===== src/rtl/uart_pkg.sv =====
// Shared UART definitions: transmitter state encoding, standard baud divisors
// for a 50 MHz clock and the parity helper used by both link directions.
package uart_pkg;

    typedef enum logic [2:0] {
        IDLE   = 3'd0,
        START  = 3'd1,
        DATA   = 3'd2,
        PARITY = 3'd3,
        STOP   = 3'd4
    } tx_state_t;

    localparam int BAUD_9600   = 5208;
    localparam int BAUD_19200  = 2604;
    localparam int BAUD_38400  = 1302;
    localparam int BAUD_57600  = 868;
    localparam int BAUD_115200 = 434;

    // Parity over a zero-extended data word; zero padding does not change the XOR.
    function automatic logic calc_parity(input logic [7:0] data, input logic odd);
        return (^data) ^ odd;
    endfunction

endpackage


===== src/rtl/uart_baud_tick.sv =====
// Bit-period timer: counts 0..BAUD_DIV-1 while enabled and flags the last
// cycle of each bit. Held at zero when disabled or when a new bit is started.
module uart_baud_tick #(
    parameter int BAUD_DIV = 5208
) (
    input  logic clk,
    input  logic rst_n,
    input  logic i_en,
    input  logic i_clr,
    output logic o_bit_end,
    output logic o_pre_end
);

    localparam int CNT_W = $clog2(BAUD_DIV);
    localparam logic [CNT_W-1:0] CNT_LAST = CNT_W'(BAUD_DIV - 1);
    localparam logic [CNT_W-1:0] CNT_PRE  = CNT_W'(BAUD_DIV - 2);

    logic [CNT_W-1:0] r_cnt;

    assign o_bit_end = i_en & (r_cnt == CNT_LAST);
    // One cycle ahead of o_bit_end, lets the parent register pulses that land on bit_end.
    assign o_pre_end = i_en & (r_cnt == CNT_PRE);

    // Baud counter: restart at each bit boundary, park at zero when idle.
    always_ff @(posedge clk or negedge rst_n) begin
        if (!rst_n) begin
            r_cnt <= '0;
        end else if (!i_en || i_clr || o_bit_end) begin
            r_cnt <= '0;
        end else begin
            r_cnt <= r_cnt + CNT_W'(1);
        end
    end

endmodule


===== src/rtl/uart_tx_ser.sv =====
// UART transmit serializer: takes one word over valid/ready and shifts it out
// as start, LSB-first data, optional parity and one or two stop bits.
module uart_tx_ser
    import uart_pkg::*;
#(
    parameter int BAUD_DIV   = BAUD_9600,
    parameter int DATA_BITS  = 8,
    parameter int PARITY_EN  = 0,
    parameter int PARITY_ODD = 0,
    parameter int STOP_BITS  = 1
) (
    input  logic                 clk,
    input  logic                 rst_n,
    input  logic [DATA_BITS-1:0] tx_data,
    input  logic                 tx_valid,
    output logic                 tx_ready,
    output logic                 tx_out,
    output logic                 tx_busy,
    output logic                 tx_done
);

    localparam logic [2:0] LAST_BIT = 3'(DATA_BITS - 1);

    tx_state_t            r_state;
    tx_state_t            w_state_nxt;
    logic [DATA_BITS-1:0] r_shift;
    logic [DATA_BITS-1:0] w_shift_nxt;
    logic [2:0]           r_bit_idx;
    logic [2:0]           w_bit_idx_nxt;
    logic                 r_stop_idx;
    logic                 w_stop_idx_nxt;
    logic                 r_par;
    logic                 r_tx_out;
    logic                 w_tx_out_nxt;
    logic                 r_ready;
    logic                 r_busy;
    logic                 r_done;
    logic                 w_done_nxt;
    logic                 w_accept;
    logic                 w_baud_en;
    logic                 w_bit_end;
    logic                 w_pre_end;
    logic                 w_last_stop;

    // Ready is a decode of the registered state, so accept never loops through tx_valid.
    assign w_accept    = tx_valid & (r_state == IDLE);
    assign w_baud_en   = (r_state != IDLE);
    assign w_last_stop = (STOP_BITS == 1) ? 1'b1 : r_stop_idx;

    uart_baud_tick #(
        .BAUD_DIV (BAUD_DIV)
    ) u_baud (
        .clk       (clk),
        .rst_n     (rst_n),
        .i_en      (w_baud_en),
        .i_clr     (w_accept),
        .o_bit_end (w_bit_end),
        .o_pre_end (w_pre_end)
    );

    // Next-state, shift, index and line-level logic; everything moves only on bit_end.
    always_comb begin
        w_state_nxt    = r_state;
        w_shift_nxt    = r_shift;
        w_bit_idx_nxt  = r_bit_idx;
        w_stop_idx_nxt = r_stop_idx;
        w_tx_out_nxt   = 1'b1;

        case (r_state)
            IDLE: begin
                if (w_accept) begin
                    w_state_nxt    = START;
                    w_shift_nxt    = tx_data;
                    w_bit_idx_nxt  = 3'd0;
                    w_stop_idx_nxt = 1'b0;
                end else begin
                    w_state_nxt = IDLE;
                end
            end
            START: begin
                if (w_bit_end) begin
                    w_state_nxt = DATA;
                end else begin
                    w_state_nxt = START;
                end
            end
            DATA: begin
                if (w_bit_end) begin
                    if (r_bit_idx == LAST_BIT) begin
                        w_state_nxt = (PARITY_EN != 0) ? PARITY : STOP;
                    end else begin
                        w_bit_idx_nxt = r_bit_idx + 3'd1;
                        w_shift_nxt   = r_shift >> 1;
                    end
                end else begin
                    w_state_nxt = DATA;
                end
            end
            PARITY: begin
                if (w_bit_end) begin
                    w_state_nxt = STOP;
                end else begin
                    w_state_nxt = PARITY;
                end
            end
            STOP: begin
                if (w_bit_end) begin
                    if (w_last_stop) begin
                        w_state_nxt = IDLE;
                    end else begin
                        w_stop_idx_nxt = 1'b1;
                    end
                end else begin
                    w_state_nxt = STOP;
                end
            end
            default: begin
                w_state_nxt = IDLE;
            end
        endcase

        // Line level follows the state being entered so tx_out can be a plain register.
        case (w_state_nxt)
            IDLE:    w_tx_out_nxt = 1'b1;
            START:   w_tx_out_nxt = 1'b0;
            DATA:    w_tx_out_nxt = w_shift_nxt[0];
            PARITY:  w_tx_out_nxt = r_par;
            STOP:    w_tx_out_nxt = 1'b1;
            default: w_tx_out_nxt = 1'b1;
        endcase

        // Done is raised one cycle early so the registered pulse lands on the final bit_end.
        w_done_nxt = (r_state == STOP) & w_last_stop & w_pre_end;
    end

    // State, datapath and output registers; reset aborts any frame and idles the line high.
    always_ff @(posedge clk or negedge rst_n) begin
        if (!rst_n) begin
            r_state    <= IDLE;
            r_shift    <= '0;
            r_bit_idx  <= 3'd0;
            r_stop_idx <= 1'b0;
            r_tx_out   <= 1'b1;
            r_ready    <= 1'b1;
            r_busy     <= 1'b0;
            r_done     <= 1'b0;
        end else begin
            r_state    <= w_state_nxt;
            r_shift    <= w_shift_nxt;
            r_bit_idx  <= w_bit_idx_nxt;
            r_stop_idx <= w_stop_idx_nxt;
            r_tx_out   <= w_tx_out_nxt;
            r_ready    <= (w_state_nxt == IDLE);
            r_busy     <= (w_state_nxt != IDLE);
            r_done     <= w_done_nxt;
        end
    end

    // Parity is computed once from the accepted word, never from later tx_data.
    always_ff @(posedge clk or negedge rst_n) begin
        if (!rst_n) begin
            r_par <= 1'b0;
        end else if (w_accept) begin
            r_par <= calc_parity(8'(tx_data), (PARITY_ODD != 0));
        end else begin
            r_par <= r_par;
        end
    end

    assign tx_ready = r_ready;
    assign tx_busy  = r_busy;
    assign tx_out   = r_tx_out;
    assign tx_done  = r_done;

endmodule


===== config.mk =====
export PLATFORM = sky130hd
export DESIGN_NAME = uart_tx_ser
export DESIGN_NICKNAME = d
export VERILOG_FILES = /design/src/rtl/uart_pkg.sv /design/src/rtl/uart_baud_tick.sv /design/src/rtl/uart_tx_ser.sv
export SDC_FILE = /design/constraint.sdc
export NUM_CORES = 1
export LEC_CHECK = 0
export BUFFER_PORTS_ARGS = -buffer_cell sky130_fd_sc_hd__buf_2
export CELL_PAD_IN_SITES_DETAIL_PLACEMENT = 0
export CELL_PAD_IN_SITES_GLOBAL_PLACEMENT = 2
export CORE_ASPECT_RATIO = 1.25
export CORE_MARGIN = 1
export CORE_UTILIZATION = 40
export DETAILED_ROUTE_END_ITERATION = 8
export PLACE_DENSITY = 0.82
export REMOVE_ABC_BUFFERS = 1
export SYNTH_ARGS = -nofsm -noshare
export SYNTH_HDL_FRONTEND = slang
export SYNTH_SLANG_ARGS = --single-unit

===== constraint.sdc =====
create_clock -name clk -period 6.9 [get_ports clk]
set_clock_uncertainty 0.05 [all_clocks]
set_input_delay 1.38 -clock clk [delete_from_list [all_inputs] [get_ports clk]]
set_output_delay 1.38 -clock clk [all_outputs]
set_load 0.005 [all_outputs]

Yosys cells after proc, flatten, opt, wreduce, memory -nomap -nowiden
Index checks and enable logic that the tools add are counted.

Add/subtract/negate cells: 2. Equal/unequal tests: 13. Mux-type cells: 17. Bitwise operators: 4. Reductions and logical operators: 10.

Operators with widths (count): $eq A13 B13 Y1 const B (2); $mux W8 (3); $mux W3 (7); $pmux W8 S2 (1); $pmux W3 S5 (1); $add A13 B1 Y13 const B (1); $mux W13 (1); $eq A3 B2 Y1 const B (4); $reduce_xor A8 Y1 (1); $eq A3 B1 Y1 const B (2); $eq A3 B3 Y1 const B (2); $logic_not A3 Y1 (2); $pmux W3 S2 (1); $reduce_bool A3 Y1 (2); $and A1 B1 Y1 (4); $ne A2 B1 Y1 const B (2); $reduce_and A4 Y1 (1); $add A3 B1 Y3 const B (1); $pmux W1 S3 (1); $logic_or A1 B1 Y1 (2); $mux W2 (1); $ne A2 B2 Y1 const B (1); $reduce_bool A2 Y1 (1); $logic_not A1 Y1 (1); $mux W1 (1).

Register bits after elaboration: 32. Bits of input ports: 11. Output and inout bits: 4. Word-level logic and storage cells: 56.

Longest topological paths before layout
Depth in word-level cells: 6. Depth in mapped cells: 7.

Cells and area by module
A second synthesis with hierarchy kept.

Cells, all modules: 156. Area total of the unflattened synthesis: 1635.3 µm².

By module, submodules not included: uart_tx_ser (times used 1, cells an instance 87, area an instance 892.1 µm², seq. area each 478.0 µm²); uart_baud_tick (times used 1, cells an instance 69, area an instance 743.2 µm², seq. area each 325.3 µm²).

Least setup slack after synthesis
Ideal clock, no wire load.

Path type: input port to flip-flop. From: in tx_valid. To: reg r_shift[4]. Setup time: 127 ps. Data arrival time: 2217 ps. Data required time: 6723 ps. Slack: 4505 ps. Stages on the path: 5. Buffers on the path: 0. Cells stage by stage: nor2b_1 o21ai_0 o21bai_2 a222oi_1 inv_1.

Word-level cells in the longest chain between the ends: 3.

Ends and longest elaborated chain: from (decl) (RTL line uart_tx_ser.sv:15) `input logic tx_valid,`; $and A1 B1 Y1 (RTL line uart_tx_ser.sv:46) `assign w_accept = tx_valid & (r_state == IDLE);`; $ne A2 B1 Y1 (no source line); $reduce_and A4 Y1 (no source line); to (signal assigned) (RTL line uart_tx_ser.sv:149) `r_shift <= w_shift_nxt;`; to (decl) (RTL line uart_tx_ser.sv:26) `logic [DATA_BITS-1:0] r_shift;`.

Every way passes these cells. A chain may end at the register's enable or synchronous reset.

Worst setup path after layout
From: reg u_baud.r_cnt[3]. To: reg r_shift[4].

Word-level cells in the longest chain between the ends: 4.

Ends and longest elaborated chain: from (decl) (RTL line uart_baud_tick.sv:18) `logic [CNT_W-1:0] r_cnt;`; from (signal assigned) (RTL line uart_baud_tick.sv:31) `r_cnt <= r_cnt + CNT_W'(1);`; $eq A13 B13 Y1 (RTL line uart_baud_tick.sv:20) `assign o_bit_end = i_en & (r_cnt == CNT_LAST);`; $and A1 B1 Y1 (RTL line uart_baud_tick.sv:20); $ne A2 B1 Y1 (no source line); $reduce_and A4 Y1 (no source line).

Every way passes these cells.

==> results.py <==
metrics = {
    "clock_tree": {
        "clk_pin_slew_ns": 0.07,
        "post_cts_buffers": 0,
        "clk_path_buf_depth": 2,
        "cts_buffers": 5,
        "clockRootBuffer": "clkbuf_8",
        "htreeDepth": 2,
        "postCtsHoldBufs": 0,
        "cts_tree": "yes",
        "cts_resized": 0,
        "clock_sinks": 32,
        "clk_latency_ns": 0.28,
    },
    "detailed_routing": {
        "post-route-drc-count": 0,
        "drtIter0Drc": 75,
        "wl_um": 3000,
        "dr.pass1.iters": 6,
        "ant_nets": 0,
        "vias": 1144,
        "wire_per_inst_um": 13.4,
        "avgViaCountPerCell": 5.13,
    },
    "placed_design": {
        "place.gp.congestion": 0.769,
        "port_buffers": 14,
        "hpwlAfterDp_um": 2190,
        "placedCellCount": 215,
    },
    "floorplanning": {
        "fp.dieH_um": 72.3,
        "die-area_sq_um": 4210,
        "die_x_um": 58.2,
        "core_area_sq_um": 3780,
        "start_util_pct": 41.8,
        "io_pins": 15,
        "num_rows": 25,
    },
    "synth": {
        "syn_area_per_cell_sq_um": 10.5,
        "synth_flop_cell": "dfrtp_1",
        "synthArstFlopShare_pct": 100,
        "syn-instance-count": 150,
        "synth_top_area_share_pct": 47.5,
        "ys_ff_latch": 32,
        "synth-edff-count": 0,
        "ys_seq_area_share_pct": 50.8,
        "synth_area_leaders": "dfrtp_1 47%, xnor2_1 6.6%, nor2_1 4.3%, a222oi_1 3.8%, dfstp_2 3.3%",
        "yosysUniqueCellTypes": 39,
        "yosysWarnings": 0,
        "synthesis.area_sq_um": 1580,
        "yosysTopAreaCell": "dfrtp_1",
    },
    "timing": {
        "max_freq_mhz": 399,
        "tns_ns": 0,
        "setup_violations": 0,
        "min_period_ns": 2.51,
        "timing.final.crit_share_pct": 36.4,
        "hold_violations": 0,
        "slew_headroom_pct": 47.7,
        "rsz0062_at_grt": "no",
        "tightestPinTransition_ns": 0.778,
        "drv_slew": 0,
    },
    "global_routing": {
        "overflow": 0,
        "antenna_found_initial": 0,
        "grt_pass1_wl_um": 5160,
        "first_global_vias": 1116,
        "grt_max_degree": 33,
        "grtUsageTotal_pct": 16.4,
    },
    "job": {
        "cap_violations": 0,
    },
    "cells_and_area": {
        "area_growth_pct": 14.7,
        "diodes": 0,
        "final_cell_count_no_fill": 223,
        "num-fill-cells": 369,
        "nets": 183,
        "layout-drive-gt1-share_pct": 20.1,
    },
    "worst_setup_path": {
        "r2r_slack_ns": 4.39,
        "cp_cell_sequence": "or4_1, nor4_1, o21bai_2, a222oi_1, inv_1",
        "cp_slowest_cell": "nor4_1",
        "r2r-start": "u_baud.r_cnt[3]$_DFF_PN0_",
        "cp_max_fo": 10,
        "cp.buffers_inverters": 1,
        "cp_top_family": "simple AND/OR/NAND/NOR gates",
        "crit_type": "reg -> reg",
        "rr_endpoint": "r_shift[4]$_DFFE_PN0P_",
        "ff2ff_path_depth": 5,
        "worstSetupStartpoint": "u_baud.r_cnt[3]$_DFF_PN0_",
        "cp.arrival_ns": 2.62,
        "required_ns": 7.01,
        "critPathCaptureType": "flip-flop",
        "max_stage_delay_ns": 0.61,
        "critPathLaunchType": "flip-flop",
    },
    "worst_hold_path": {
        "min_path_type": "reg -> reg",
        "whs_endpoint": "r_shift[1]$_DFFE_PN0P_",
        "min_from": "r_shift[2]$_DFFE_PN0P_",
        "hold_depth": 2,
    },
    "pwr": {
        "p_leak_nw": 0.841,
        "power_mw": 0.503,
        "ir_worst_vdd_uv": 140,
        "power_density_nw_per_um2": 277,
    },
    "run_status": {
        "outcome": "finished clean",
    },
}
-- per-layer routing --
layer | global-route usage [%] | wire [um] | vias up
met3 | 4.46 | 81 | 6
met4 | 6.61 | 53 | 0
met1 | 19.6 | 1290 | 561
met2 | 27.8 | 1570 | 17
met5 | 0 | 0 | -
li1 | - | - | 560
-- Yosys cell counts (all sizes together), types with 4 or more instances --
cell type   n
xnor2      12
ha          4
nand2       7
nand3       6
dfrtp      30
nor2       18
inv        13
xor2        5
nor3        5
a222oi      6
-- flip-flops by register name (all words and copies together) (netlist names) --
signal	count
r_bit_idx	3
r_state	3
r_shift	8
tx_out	1
tx_ready	1
r_par	1
u_baud.r_cnt	13
tx_busy	1
tx_done	1
-- stage by stage --
stage	util (%)	hold slack [ns]	setup WS, ns	area, sq um
after detailed placement	45.1	0.435	4.28	1710
after CTS	47.9	0.466	4.36	1810
after global placement	45.1	0.421	4.30	1710
after global routing	47.9	0.475	4.18	1810
after floorplan	-	0.408	4.50	1570
final	47.9	0.458	4.39	1810
-- area by class of cell --
type | instances | area [sq um] | share of cell area [%]
Sequential cell | 32 | 803 | 44.3
Multi-Input combinational cell | 102 | 717 | 39.5
Clock buffer | 6 | 72.6 | 4.00
Timing Repair Buffer | 14 | 70.1 | 3.86
Tap cell | 54 | 67.6 | 3.72
Inverter | 13 | 48.8 | 2.69
Clock inverter | 2 | 35.0 | 1.93
-- worst max-delay path by stage --
stage                                  end  slack (ns)  cells past startpoint
floorplan                 tx_out$_DFF_PN1_        4.50                      4
finish              r_shift[4]$_DFFE_PN0P_        4.39                      5
detailed placement  r_shift[5]$_DFFE_PN0P_        4.28                      6
global placement    r_shift[4]$_DFFE_PN0P_        4.30                      6
CTS                 r_shift[4]$_DFFE_PN0P_        4.36                      5
global route        r_shift[3]$_DFFE_PN0P_        4.18                      5
-- cell families after synthesis --
kind of cell    count (synthesis)  synth area share, %
buf+inv                        16                 3.88
mux                             2                 1.34
xor+xnor                       17                 9.41
compound gates                 22                 12.0
flops                          32                 50.8
fa+ha+maj                       4                 3.16
simple gates                   57                 19.4
-- worst reg2reg max path, stage by stage, from the launching register on --
cell,delay (ns)
dfrtp_1,0.43
or4_1,0.55
nor4_1,0.61
o21bai_2,0.29
a222oi_1,0.39
inv_1,0.08
-- power breakdown --
part / internal (mW) / total (mW) / switching (mW)
registers: 0.218 / 0.246 / 0.0282
logic: 0.0407 / 0.0830 / 0.0423
clock network: 0.107 / 0.174 / 0.0666
total: 0.366 / 0.503 / 0.137
-- cells in the final DEF (no fill, tap or decap), types with 4 or more instances in the layout --
| cell | instances |
|---|---|
| inv_1 | 13 |
| xnor2_1 | 12 |
| xor2_1 | 5 |
| dfrtp_1 | 30 |
| nand3_1 | 6 |
| clkbuf_8 | 5 |
| buf_2 | 14 |
| ha_1 | 4 |
| nor3_1 | 4 |
| nor2_1 | 18 |
| nand2_1 | 7 |
| a222oi_1 | 6 |
(Power assumes the default switching activity.)
